`src/rtl/pipe_hazard_ctrl.sv`:
```
// Hazard and pipeline-control unit for the 5-stage core. It covers E-stage forwarding,
// load-use, RAW and MDU stalls, branch flushes, and the stall/flush event counters.
module pipe_hazard_ctrl #(
  parameter int REG_AW    = 5,
  parameter int FWD_EN    = 1,
  parameter int RF_BYPASS = 1,
  parameter int MDU_LAT   = 4,
  parameter int CNT_W     = 16
) (
  input  logic              clk,
  input  logic              rst,
  input  logic [REG_AW-1:0] rs1_D,
  input  logic [REG_AW-1:0] rs2_D,
  input  logic              use_rs1_D,
  input  logic              use_rs2_D,
  input  logic [REG_AW-1:0] rs1_E,
  input  logic [REG_AW-1:0] rs2_E,
  input  logic [REG_AW-1:0] rd_E,
  input  logic              RegWrite_E,
  input  logic              MemRead_E,
  input  logic              MDU_E,
  input  logic [REG_AW-1:0] rd_M,
  input  logic [REG_AW-1:0] rd_W,
  input  logic              RegWrite_M,
  input  logic              RegWrite_W,
  input  logic              PCSrc_E,
  input  logic              cnt_clr,
  output logic [1:0]        ForwardA_E,
  output logic [1:0]        ForwardB_E,
  output logic              PC_Write,
  output logic              IF_ID_Write,
  output logic              ID_EX_Write,
  output logic              Flush_FD,
  output logic              Flush_DE,
  output logic              Flush_EM,
  output logic [CNT_W-1:0]  stall_cnt,
  output logic [CNT_W-1:0]  flush_cnt
);

  localparam int MCW = (MDU_LAT > 1) ? $clog2(MDU_LAT) : 1;
  localparam logic [MCW-1:0]   MDU_LAST = MCW'(MDU_LAT - 1);
  localparam logic [CNT_W-1:0] CNT_MAX  = '1;

  logic [MCW-1:0] mdu_cnt;
  logic           mdu_hold;
  logic           lu;
  logic           raw;
  logic           rd_E_used;
  logic           rd_M_used;
  logic           rd_W_used;
  logic           stall_ev;
  logic           flush_ev;

  // x0 is hard-wired zero, so it is never a real producer.
  function automatic logic reg_match(input logic [REG_AW-1:0] rd, input logic [REG_AW-1:0] rs);
    return (rd != '0) && (rd == rs);
  endfunction

  function automatic logic [1:0] fwd_sel(input logic [REG_AW-1:0] rs,
                                         input logic              we_m,
                                         input logic [REG_AW-1:0] rdm,
                                         input logic              we_w,
                                         input logic [REG_AW-1:0] rdw);
    if (FWD_EN == 0)                return 2'b00;
    else if (we_m && reg_match(rdm, rs)) return 2'b10;
    else if (we_w && reg_match(rdw, rs)) return 2'b01;
    else                            return 2'b00;
  endfunction

  always_comb begin
    rd_E_used = (use_rs1_D && reg_match(rd_E, rs1_D)) || (use_rs2_D && reg_match(rd_E, rs2_D));
    rd_M_used = (use_rs1_D && reg_match(rd_M, rs1_D)) || (use_rs2_D && reg_match(rd_M, rs2_D));
    rd_W_used = (use_rs1_D && reg_match(rd_W, rs1_D)) || (use_rs2_D && reg_match(rd_W, rs2_D));
  end

  // Without forwarding, every in-flight producer interlocks; W only if the RF cannot bypass.
  always_comb begin
    lu       = MemRead_E && RegWrite_E && rd_E_used;
    raw      = 1'b0;
    if (FWD_EN == 0) begin
      raw = (RegWrite_E && rd_E_used) || (RegWrite_M && rd_M_used) ||
            ((RF_BYPASS == 0) && RegWrite_W && rd_W_used);
    end
    mdu_hold = MDU_E && (mdu_cnt != MDU_LAST);
  end

  always_comb begin
    ForwardA_E  = fwd_sel(rs1_E, RegWrite_M, rd_M, RegWrite_W, rd_W);
    ForwardB_E  = fwd_sel(rs2_E, RegWrite_M, rd_M, RegWrite_W, rd_W);
    PC_Write    = 1'b1;
    IF_ID_Write = 1'b1;
    ID_EX_Write = 1'b1;
    Flush_FD    = 1'b0;
    Flush_DE    = 1'b0;
    Flush_EM    = 1'b0;
    stall_ev    = 1'b0;
    flush_ev    = 1'b0;
    if (rst) begin
      ForwardA_E  = 2'b00;
      ForwardB_E  = 2'b00;
      PC_Write    = 1'b0;
      IF_ID_Write = 1'b0;
      ID_EX_Write = 1'b0;
      Flush_FD    = 1'b1;
      Flush_DE    = 1'b1;
      Flush_EM    = 1'b1;
    end else if (PCSrc_E) begin
      Flush_FD = 1'b1;
      Flush_DE = 1'b1;
      flush_ev = 1'b1;
    end else if (mdu_hold) begin
      PC_Write    = 1'b0;
      IF_ID_Write = 1'b0;
      ID_EX_Write = 1'b0;
      Flush_EM    = 1'b1;
      stall_ev    = 1'b1;
    end else if (lu || raw) begin
      PC_Write    = 1'b0;
      IF_ID_Write = 1'b0;
      Flush_DE    = 1'b1;
      stall_ev    = 1'b1;
    end
  end

  // The MDU op is released on its last cycle, which also rearms the count for the next op.
  always_ff @(posedge clk) begin
    if (rst) begin
      mdu_cnt <= '0;
    end else if (mdu_hold) begin
      mdu_cnt <= mdu_cnt + MCW'(1);
    end else if (MDU_E) begin
      mdu_cnt <= '0;
    end
  end

  always_ff @(posedge clk) begin
    if (rst || cnt_clr) begin
      stall_cnt <= '0;
      flush_cnt <= '0;
    end else begin
      if (stall_ev && (stall_cnt != CNT_MAX)) stall_cnt <= stall_cnt + CNT_W'(1);
      if (flush_ev && (flush_cnt != CNT_MAX)) flush_cnt <= flush_cnt + CNT_W'(1);
    end
  end

endmodule

```
`config.mk`:
```
export PLATFORM = sky130hd
export DESIGN_NAME = pipe_hazard_ctrl
export DESIGN_NICKNAME = d
export VERILOG_FILES = /design/src/rtl/pipe_hazard_ctrl.sv
export SDC_FILE = /design/constraint.sdc
export NUM_CORES = 1
export LEC_CHECK = 0
export ABC_CLOCK_PERIOD_IN_PS = 3700
export CAP_MARGIN = 20
export CELL_PAD_IN_SITES_DETAIL_PLACEMENT = 0
export CELL_PAD_IN_SITES_GLOBAL_PLACEMENT = 1
export CORE_ASPECT_RATIO = 1.25
export CORE_MARGIN = 4
export CORE_UTILIZATION = 33
export DETAILED_ROUTE_END_ITERATION = 8
export HOLD_SLACK_MARGIN = 0.05
export PLACE_DENSITY_LB_ADDON = 0.1
export REMOVE_ABC_BUFFERS = 1
export SLEW_MARGIN = 20
export SYNTH_ARGS = -nofsm -noshare
export SYNTH_HDL_FRONTEND = slang
export SYNTH_SLANG_ARGS = --single-unit
```
`constraint.sdc`:
```
create_clock -name clk -period 3.7 [get_ports clk]
set_input_delay 0.37 -clock clk [delete_from_list [all_inputs] [get_ports clk]]
set_output_delay 0.37 -clock clk [all_outputs]
set_load 0.02 [all_outputs]
```
Word-level counts from Yosys, hierarchy flattened
Cells that the tools add are included.

word-level totals
  output and inout port bits = 42
  register bits after elaboration = 34

cells by class
  reductions and logical operators = 23
  $add $sub $neg = 3
  eq/ne operators = 9
  muxes and demuxes = 28

operators by type and width
  kind                                                             number
  16-bit by 1-bit adder with 16-bit output, second input constant  2
  16-bit inequality test, second input constant                    2
  5-bit equality test                                              6
  1-bit 2-to-1 mux                                                 22
  1-bit logical AND                                                17
  5-bit nonzero test                                               3
  2-bit 2-to-1 mux                                                 6
  2-bit by 1-bit adder with 2-bit output, second input constant    1
  1-bit logical OR                                                 2
  2-bit inequality test, second input constant                     1
  2-bit nonzero test                                               1

Longest topological paths before layout
Gate-level depths: netlist of the first run.

  depth after elaboration = 10
  depth in mapped cells = 9
  mapped depth without buffers = 7

Least setup slack after synthesis of the first run
OpenSTA, ideal clock, no wires.

  path type = input-to-output
  start = input rd_M[1]
  end = output ForwardA_E[0]
  data required time = 3.330 ns
  setup slack = 1.322 ns
  arrival time = 2.008 ns
  stages on the path = 4
  path through = or4_1 o21ai_0 nor3_1 nor4_1

on the way
  cells in the longest elaborated chain, start to end = 5
  elaborated cells between the ends (all ways) = 6
  those cells by class = eq/ne (1); mux (2); reduce/logical (3)

ends and longest elaborated chain
  what                                                       RTL line  source
  start: declaration                                         22        input logic [REG_AW-1:0] rd_M,
  5-bit equality test or 5-bit nonzero test (tied branches)  56        return (rd != '0) && (rd == rs);
  1-bit logical AND *                                        56
  1-bit logical AND *                                        65        else if (we_m && reg_match(rdm, rs)) return 2'b10;
  2-bit 2-to-1 mux *                                         65
  2-bit 2-to-1 mux *                                         98        if (rst) begin
  end: declaration                                           28        output logic [1:0] ForwardA_E,

Mark *: on every way between the ends. The rest lies on a longest branch, timed or not.

Worst setup path after layout of the first run
  start = input rd_M[1]
  end = output ForwardB_E[0]

on the way
  cells in the longest elaborated chain, start to end = 5
  elaborated cells between the ends (all ways) = 6
  those cells by class = eq/ne (1); mux (2); reduce/logical (3)

ends and longest elaborated chain
  what                                                       RTL line  source
  5-bit equality test or 5-bit nonzero test (tied branches)  56
  1-bit logical AND *                                        56
  1-bit logical AND *                                        65
  2-bit 2-to-1 mux *                                         65
  2-bit 2-to-1 mux *                                         98
  end: declaration                                           29        output logic [1:0] ForwardB_E,

Marks and branches as above.

==> results by group, run 1 <==
Global routing
  • Initial antenna violation count: 0
  • Largest net degree at the start of global routing: 33
  • Global route total overflow: 0
  • Vias in the first global route: just over 2000
  • Wire length of the first global-routing pass: 9090 um
  • Tot GR Track Use: 0.145

Worst setup path
  • Worst Setup Path Type: in -> out
  • Crit start category: primary input
  • Critical path fanouts, max: 4
  • FF-to-FF setup slack: 1.46 ns
  • Top cell by count, worst path: clkdlybuf4s50_1
  • Arr. time, crit path: ~2.8 ns
  • CP Cell Sequence: clkdlybuf4s50_1 > or4_1 > o21ai_0 > nor3_1 > nor4_1 > clkdlybuf4s50_1
  • Max incr delay on CP: roughly 0.66 ns
  • Endpoint class of the critical path: output pin
  • Critical path's slowest cell: clkdlybuf4s50_1
  • Data required, critical path: approximately 3.3 ns

Floorplan
  • Site Rows: 32
  • Full die area: just under 8000 sq um
  • Die Y: a little under 100 um
  • # IOs: just under 90
  • Die width: 79.4 um
  • Core box area: between 6000 and 7000 sq um
  • Initial Util: 0.341

STA
  • Skew final: approximately 0.006 ns
  • Worst slew pin tran: 0.615 ns
  • Setup TNS: 0 ns
  • Minimum clock period: between 3 and 4 ns
  • Hold Violations, Final: 0
  • Crit share post-route: 0.860
  • Number of setup violations in the final report: 0
  • Worst slew margin: 0.590
  • Fmax: around 310 MHz
  • Final hold slack: about 0.48 ns
  • Unrepaired setup endpoints after global routing: no
  • Max Slew Vio Count: 0
  • Final WS setup: roughly 0.52 ns

Placement
  • IO buf count: 87
  • Placed insts: 414
  • Final RePlAce weighted congestion: roughly 0.76
  • Area after DPL: ~3000 sq um
  • Dpl ws: slightly below 0.5 ns
  • Dpl hpwl: approximately 4300 um

Finish
  • Nets: around 390
  • Cell area after layout: 3110 sq um
  • Syn-to-layout area delta: 47.8%
  • Ant diodes: 0
  • Share of cells above drive strength 1: 0.0506
  • Fill cell count: approximately 640
  • Layout Cells excl Fill: around 420
  • Fin util: 0.504

Power
  • Lkg Pwr: around 1.0 nW
  • Worst vdd ir: ~0.13 mV
  • PD cells: 276 nW/um^2
  • Total power: about 0.86 mW

Drt
  • Vias: around 2000
  • Pre-antenna DRT Iters: 4
  • Remaining DRCs: 0
  • WL/cell: between 10 and 15 um
  • DRT antenna net count: 0
  • Drt total wl: between 5000 and 6000 um
  • Drt via density: 4.84
  • Iteration-0 DRC Markers: 50

Logic synthesis
  • Mapped Cells: ~250
  • #FFs+latches synth: 34
  • Synthesized area per cell: ~8.4 sq um
  • Register area share after synthesis: 0.324
  • Cell area after synthesis: between 2000 and 2500 sq um
  • Ys flop type: dfxtp_1
  • Post-synth cell types: 46
  • EDFF count, synth: 0
  • FFs w/ async S/R, synth: 0
  • Ys Warns: 0

Worst hold path
  • Hold Crit Class: reg -> reg

CTS
  • Clk_lat worst skew: approximately 0.28 ns
  • Clk sinks: 34
  • CTS buffer count: 5
  • PostCTS Resize Cnt: 0
  • CTS tree: done
  • Number of setup buffers added after CTS: 0
  • Cts hold-fix bufs: 0
  • Clock Tree Root: clkbuf_8
  • Clock H-tree levels: 2
  • CTS clock-pin slew for the worst setup and hold paths: approximately 0.07 ns
  • Maximum clock path buffer count: 2

Status
  • Outcome: finished clean

Run
  • Max Cap Viol: 0
[final timing paths]
path              start       endpoint  depth (start not counted)
max             rd_M[1]  ForwardB_E[0]                          6
min          mdu_cnt[1]     mdu_cnt[1]                          2
max reg2reg  mdu_cnt[0]   stall_cnt[5]                          6
min reg2reg  mdu_cnt[1]     mdu_cnt[1]                          2
[sequential cells by signal, indices dropped and copies added, names as in the netlist]
| register | count |
|---|---|
| flush_cnt | 16 |
| stall_cnt | 16 |
| mdu_cnt | 2 |
[layer usage]
metal / vias up / routed length (um) / global-route usage
li1: 1067 / - / -
met1: 914 / 2370 / 0.167
met2: 49 / 2730 / 0.257
met3: 8 / 288 / 0.0380
met4: 0 / 88 / 0.0423
met5: - / 0 / 0
[critical path, delay by kind of cell]
| family | cells | cell delay, ns |
|---|---|---|
| simple gates | 3 | 0.99 |
| buf+inv | 2 | 1.12 |
| compound gates | 1 | 0.33 |
[cell families after synthesis]
logic type / Yosys count / synth area share
AO/OA/AOI/OAI: 37 / 0.105
XOR/XNOR: 45 / 0.187
adder cells (fa/ha/maj): 3 / 0.0178
buffers and inverters: 12 / 0.0458
flip-flops: 34 / 0.324
multiplexers: 3 / 0.0149
AND/OR/NAND/NOR: 117 / 0.306
[synthesized netlist by cell type, types with 7 or more instances]
cell | count | area, sq um
dfxtp_1 | 34 | 681
nor2_1 | 26 | 97.6
xnor2_1 | 24 | 210
xor2_1 | 21 | 184
nand3_1 | 17 | 85.1
nand2_1 | 16 | 60.1
a21oi_1 | 14 | 70.1
or3_1 | 9 | 56.3
or4_1 | 9 | 67.6
o21ai_0 | 7 | 35.0
o21ai_1 | 7 | 35.0
[area by class of cell]
class	count	area, sq um	share of cell area
Timing Repair Buffer	87	871	0.280
Multi-Input combinational cell	205	1330	0.427
Sequential cell	34	681	0.219
Inverter	3	11.3	0.00362
Clock buffer	6	82.6	0.0266
Tap cell	85	106	0.0342
Clock inverter	1	30.0	0.00966
[layout by cell type, fill, tap and decap left out, types with 2 or more instances in the layout]
| master | netlist | layout |
|---|---|---|
| a21oi_1 | 14 | 14 |
| and3_1 | 6 | 6 |
| and4_1 | 6 | 6 |
| clkbuf_8 | 1 | 6 |
| clkdlybuf4s50_1 | 0 | 87 |
| dfxtp_1 | 34 | 34 |
| ha_1 | 3 | 3 |
| inv_1 | 3 | 3 |
| mux2i_1 | 2 | 2 |
| nand2_1 | 16 | 16 |
| nand2b_1 | 2 | 2 |
| nand3_1 | 17 | 17 |
| nand4_1 | 6 | 6 |
| nor2_1 | 26 | 26 |
| nor2b_1 | 2 | 2 |
| nor3_1 | 3 | 3 |
| nor4_1 | 4 | 4 |
| o21ai_0 | 7 | 7 |
| o21ai_1 | 7 | 7 |
| o31ai_1 | 2 | 2 |
| or2_2 | 2 | 2 |
| or3_1 | 9 | 9 |
| or3_2 | 2 | 2 |
| or4_1 | 9 | 9 |
| xnor2_1 | 24 | 24 |
| xor2_1 | 21 | 21 |
[report_power, final]
| group | switching, mW | internal [mW] |
|---|---|---|
| sequential | 0.00187 | 0.368 |
| clock | 0.132 | 0.216 |
| combinational | 0.0601 | 0.0804 |
| total | 0.194 | 0.664 |
Note: power is estimated with default switching activity, not from simulation.
==> run 2: changes to the inputs <==
--- a/config.mk
+++ b/config.mk
@@ -6,7 +6,6 @@
 export NUM_CORES = 1
 export LEC_CHECK = 0
 export ABC_CLOCK_PERIOD_IN_PS = 3700
-export CAP_MARGIN = 20
 export CELL_PAD_IN_SITES_DETAIL_PLACEMENT = 0
 export CELL_PAD_IN_SITES_GLOBAL_PLACEMENT = 1
 export CORE_ASPECT_RATIO = 1.25
@@ -16,6 +15,7 @@
 export HOLD_SLACK_MARGIN = 0.05
 export PLACE_DENSITY_LB_ADDON = 0.1
 export REMOVE_ABC_BUFFERS = 1
+export SETUP_SLACK_MARGIN = 0.02
 export SLEW_MARGIN = 20
 export SYNTH_ARGS = -nofsm -noshare
 export SYNTH_HDL_FRONTEND = slang
==> results of run 2 <==
No change in the layout: final DEF, timing and power equal those of run 1.
==> run 3: changes to the inputs <==
--- a/config.mk
+++ b/config.mk
@@ -5,12 +5,12 @@
 export SDC_FILE = /design/constraint.sdc
 export NUM_CORES = 1
 export LEC_CHECK = 0
-export ABC_CLOCK_PERIOD_IN_PS = 3700
+export ABC_CLOCK_PERIOD_IN_PS = 3090
 export CELL_PAD_IN_SITES_DETAIL_PLACEMENT = 0
 export CELL_PAD_IN_SITES_GLOBAL_PLACEMENT = 1
 export CORE_ASPECT_RATIO = 1.25
 export CORE_MARGIN = 4
-export CORE_UTILIZATION = 33
+export CORE_UTILIZATION = 30
 export DETAILED_ROUTE_END_ITERATION = 8
 export HOLD_SLACK_MARGIN = 0.05
 export PLACE_DENSITY_LB_ADDON = 0.1
==> constraint.sdc (replaced) <==
create_clock -name clk -period 3.09 [get_ports clk]
set_input_delay 0.309 -clock clk [delete_from_list [all_inputs] [get_ports clk]]
set_output_delay 0.309 -clock clk [all_outputs]
set_load 0.02 [all_outputs]
==> run 3 against run 2 <==
Net effect:
- sequential share of layout area stayed put
- via count is 0.20% lower
- highest routed layer unchanged
- hold slack better by 0.00058 ns
- count of clock-buffer cells in the layout stayed put
- largest power group unchanged
- critical path type unchanged
- total power is 11% higher
- first-iteration DRC count is 8.0% higher
- largest cell class unchanged
- design area stayed put
==> results by group, run 3 (synthesis results as in run 1) <==
STA
  • Setup TNS: 0 ns (unchanged)
  • Crit share post-route: 0.942
  • Max Slew Vio Count: 0 (unchanged)
  • Worst slew margin: 0.582 (-0.00851)
  • Fmax: approximately 340 MHz
  • Worst slew pin tran: 0.627 ns (+0.0128 ns)
  • Minimum clock period: around 2.9 ns
  • Skew final: 0.00437 ns (-0.00151 ns)
  • Final hold slack: 0.478 ns (+0.000583 ns)
  • Number of setup violations in the final report: 0 (unchanged)
  • Hold Violations, Final: 0 (unchanged)
  • Unrepaired setup endpoints after global routing: no

Worst setup path
  • Critical path launch point: rd_M[2]
  • Arr. time, crit path: 2.60 ns (-0.21 ns)
  • Worst Setup Path Type: in -> out
  • Reg-to-Reg Start: mdu_cnt[0]
  • Top cell by count, worst path: clkdlybuf4s50_1
  • Critical path's slowest cell: clkdlybuf4s50_1
  • Max incr delay on CP: 0.66 ns (about the same)
  • Critical path fanouts, max: 4 (unchanged)
  • Endpoint class of the critical path: output pin
  • CP Cell Sequence: clkdlybuf4s50_1 > or4_1 > o21ai_1 > nor3_1 > nor4_1 > clkdlybuf4s50_1
  • Data required, critical path: 2.78 ns (-0.55 ns)
  • Crit start category: primary input

Worst hold path
  • Hold Crit Class: reg -> reg
  • Min-delay src: mdu_cnt[1]

Power
  • Net Sw Frac: 0.247 (+0.0208)
  • Power share of the clock group: 0.357 (-0.048)
  • Sequential Power Share: 0.465 (+0.034)
  • Lkg Pwr: 1.03 nW (about the same)
  • Gate power share: 0.178 (+0.014)
  • Worst vdd ir: 0.226 mV (+80%)
  • PD cells: 307 nW/um^2 (+11%)
  • Switch Pwr: 0.235 mW (+21%)
  • Int Pwr: 0.718 mW (+8.1%)

CTS
  • Clk sinks: 34 (unchanged)
  • Number of setup buffers added after CTS: 0 (unchanged)
  • Maximum clock path buffer count: 2 (unchanged)
  • CTS tree: done
  • PostCTS Resize Cnt: 0 (unchanged)
  • CTS clock-pin slew for the worst setup and hold paths: 0.07 ns (about the same)
  • CTS buffer count: 5 (unchanged)
  • Clk_lat worst skew: 0.28 ns (about the same)
  • Clock Tree Root: clkbuf_8
  • Cts hold-fix bufs: 0 (unchanged)
  • Clock H-tree levels: 2 (unchanged)

Finish
  • Nets: 387 (+0.52%)
  • Syn-to-layout area delta: 47.8% (unchanged)
  • Most common cell after layout, fill and taps aside: clkdlybuf4s50_1
  • Layout Cells excl Fill: 426 (+1.2%)
  • Most frequent cells in the layout: clkdlybuf4s50_1, dfxtp_1, nor2_1
  • Ant diodes: 0 (unchanged)
  • Share of cells above drive strength 1: 0.0590 (+0.00840)
  • Biggest regs: flush_cnt (16), stall_cnt (16), mdu_cnt (2)

Global routing
  • Largest net degree at the start of global routing: 33 (unchanged)
  • Vias in the first global route: 1985 (-2.1%)
  • Initial antenna violation count: 0 (unchanged)
  • Tot GR Track Use: 0.131 (-0.0140)
  • Global route total overflow: 0 (unchanged)
  • Wire length of the first global-routing pass: 9230 um (+1.5%)

Drt
  • Remaining DRCs: 0 (unchanged)
  • DRT antenna net count: 0 (unchanged)
  • Pre-antenna DRT Iters: 4 (unchanged)
  • Iteration-0 DRC Markers: 54 (+8.0%)
  • Vias: 2034 (-0.20%)
  • WL/cell: 13.1 um (+0.85%)
  • Drt total wl: 5590 um (+2.0%)
  • Drt via density: 4.77 (-1.4%)

Placement
  • IO buf count: 87 (unchanged)
  • Placed insts: 418 (+0.97%)
  • Dpl hpwl: 4390 um (+2.5%)
  • Final RePlAce weighted congestion: 0.775 (+2.2%)

Run
  • Max Cap Viol: 0 (unchanged)

Floorplan
  • Die Y: 102 um (+4.5%)
  • Full die area: 8420 sq um (+9.1%)
  • Site Rows: 33 (+3.1%)
  • Initial Util: 0.314 (-0.0267)
  • Core box area: 6690 sq um (+8.5%)
  • # IOs: 88 (unchanged)
  • Die width: 82.9 um (+4.4%)

Status
  • Outcome: finished clean
==> run 3: cell types whose count changed in the layout (fill, tap and decap cells not counted) <==
cell	change
clkinv_2	+1
buf_4	+2
bufinv_16	-1
o21ai_1	+1
clkinvlp_4	+1
o21ai_0	-1
==> run 3: routing by layer <==
layer	routed length, um	share of wire	GRT usage	vias up
met5	0	0	0	-
met4	57	0.010	0.0327	0
met3	189	0.034	0.0285	4
met2	2860	0.51	0.238	38
met1	2480	0.44	0.157	926
li1	-	-	-	1066
==> run 3: power by group through the flow <==
stage | clock network, mW | logic (mW) | registers [mW]
finish | 0.340 | 0.170 | 0.443
CTS | 0.357 | 0.173 | 0.443
global placement | 0 | 0.173 | 0.453
floorplan | 0 | 0.0716 | 0.454
global route | 0.377 | 0.185 | 0.443
detailed placement | 0 | 0.172 | 0.453
==> run 3: worst max-delay path: cells and delay by family <==
family	cells	cell delay (ns)
buffers and inverters	2	1.13
AND/OR/NAND/NOR	3	0.92
AO/OA/AOI/OAI	1	0.25
==> run 3: final cells by class <==
type | instances | area, sq um
clock buffers | 6 | 82.6
clock inverters | 2 | 12.5
fillers | 676 | 3580
inverters | 3 | 11.3
multi-input cells | 205 | 1330
flip-flops and latches | 34 | 681
well taps | 87 | 109
repair buffers | 89 | 886
==> run 3: path summary, 6_finish.rpt <==
check             cells after the start  slack (ns)             to
setup / recovery                      6        0.18  ForwardA_E[0]
hold / removal                        2        0.48     mdu_cnt[1]
setup reg to reg                      6        0.88   stall_cnt[5]
hold reg to reg                       2        0.48     mdu_cnt[1]
==> run 3: per-stage QoR <==
stage | power, mW | area (sq um) | worst slack, ns | util
3_5_place_dp | 0.625 | 3010 | 0.0802 | 0.450
5_1_grt | 1.01 | 3110 | 0.0729 | 0.465
3_3_place_gp | 0.626 | 3010 | 0.0462 | 0.450
4_1_cts | 0.973 | 3110 | 0.0624 | 0.465
6_report | 0.953 | 3110 | 0.179 | 0.465
2_1_floorplan | 0.525 | 2020 | 0.834 | -
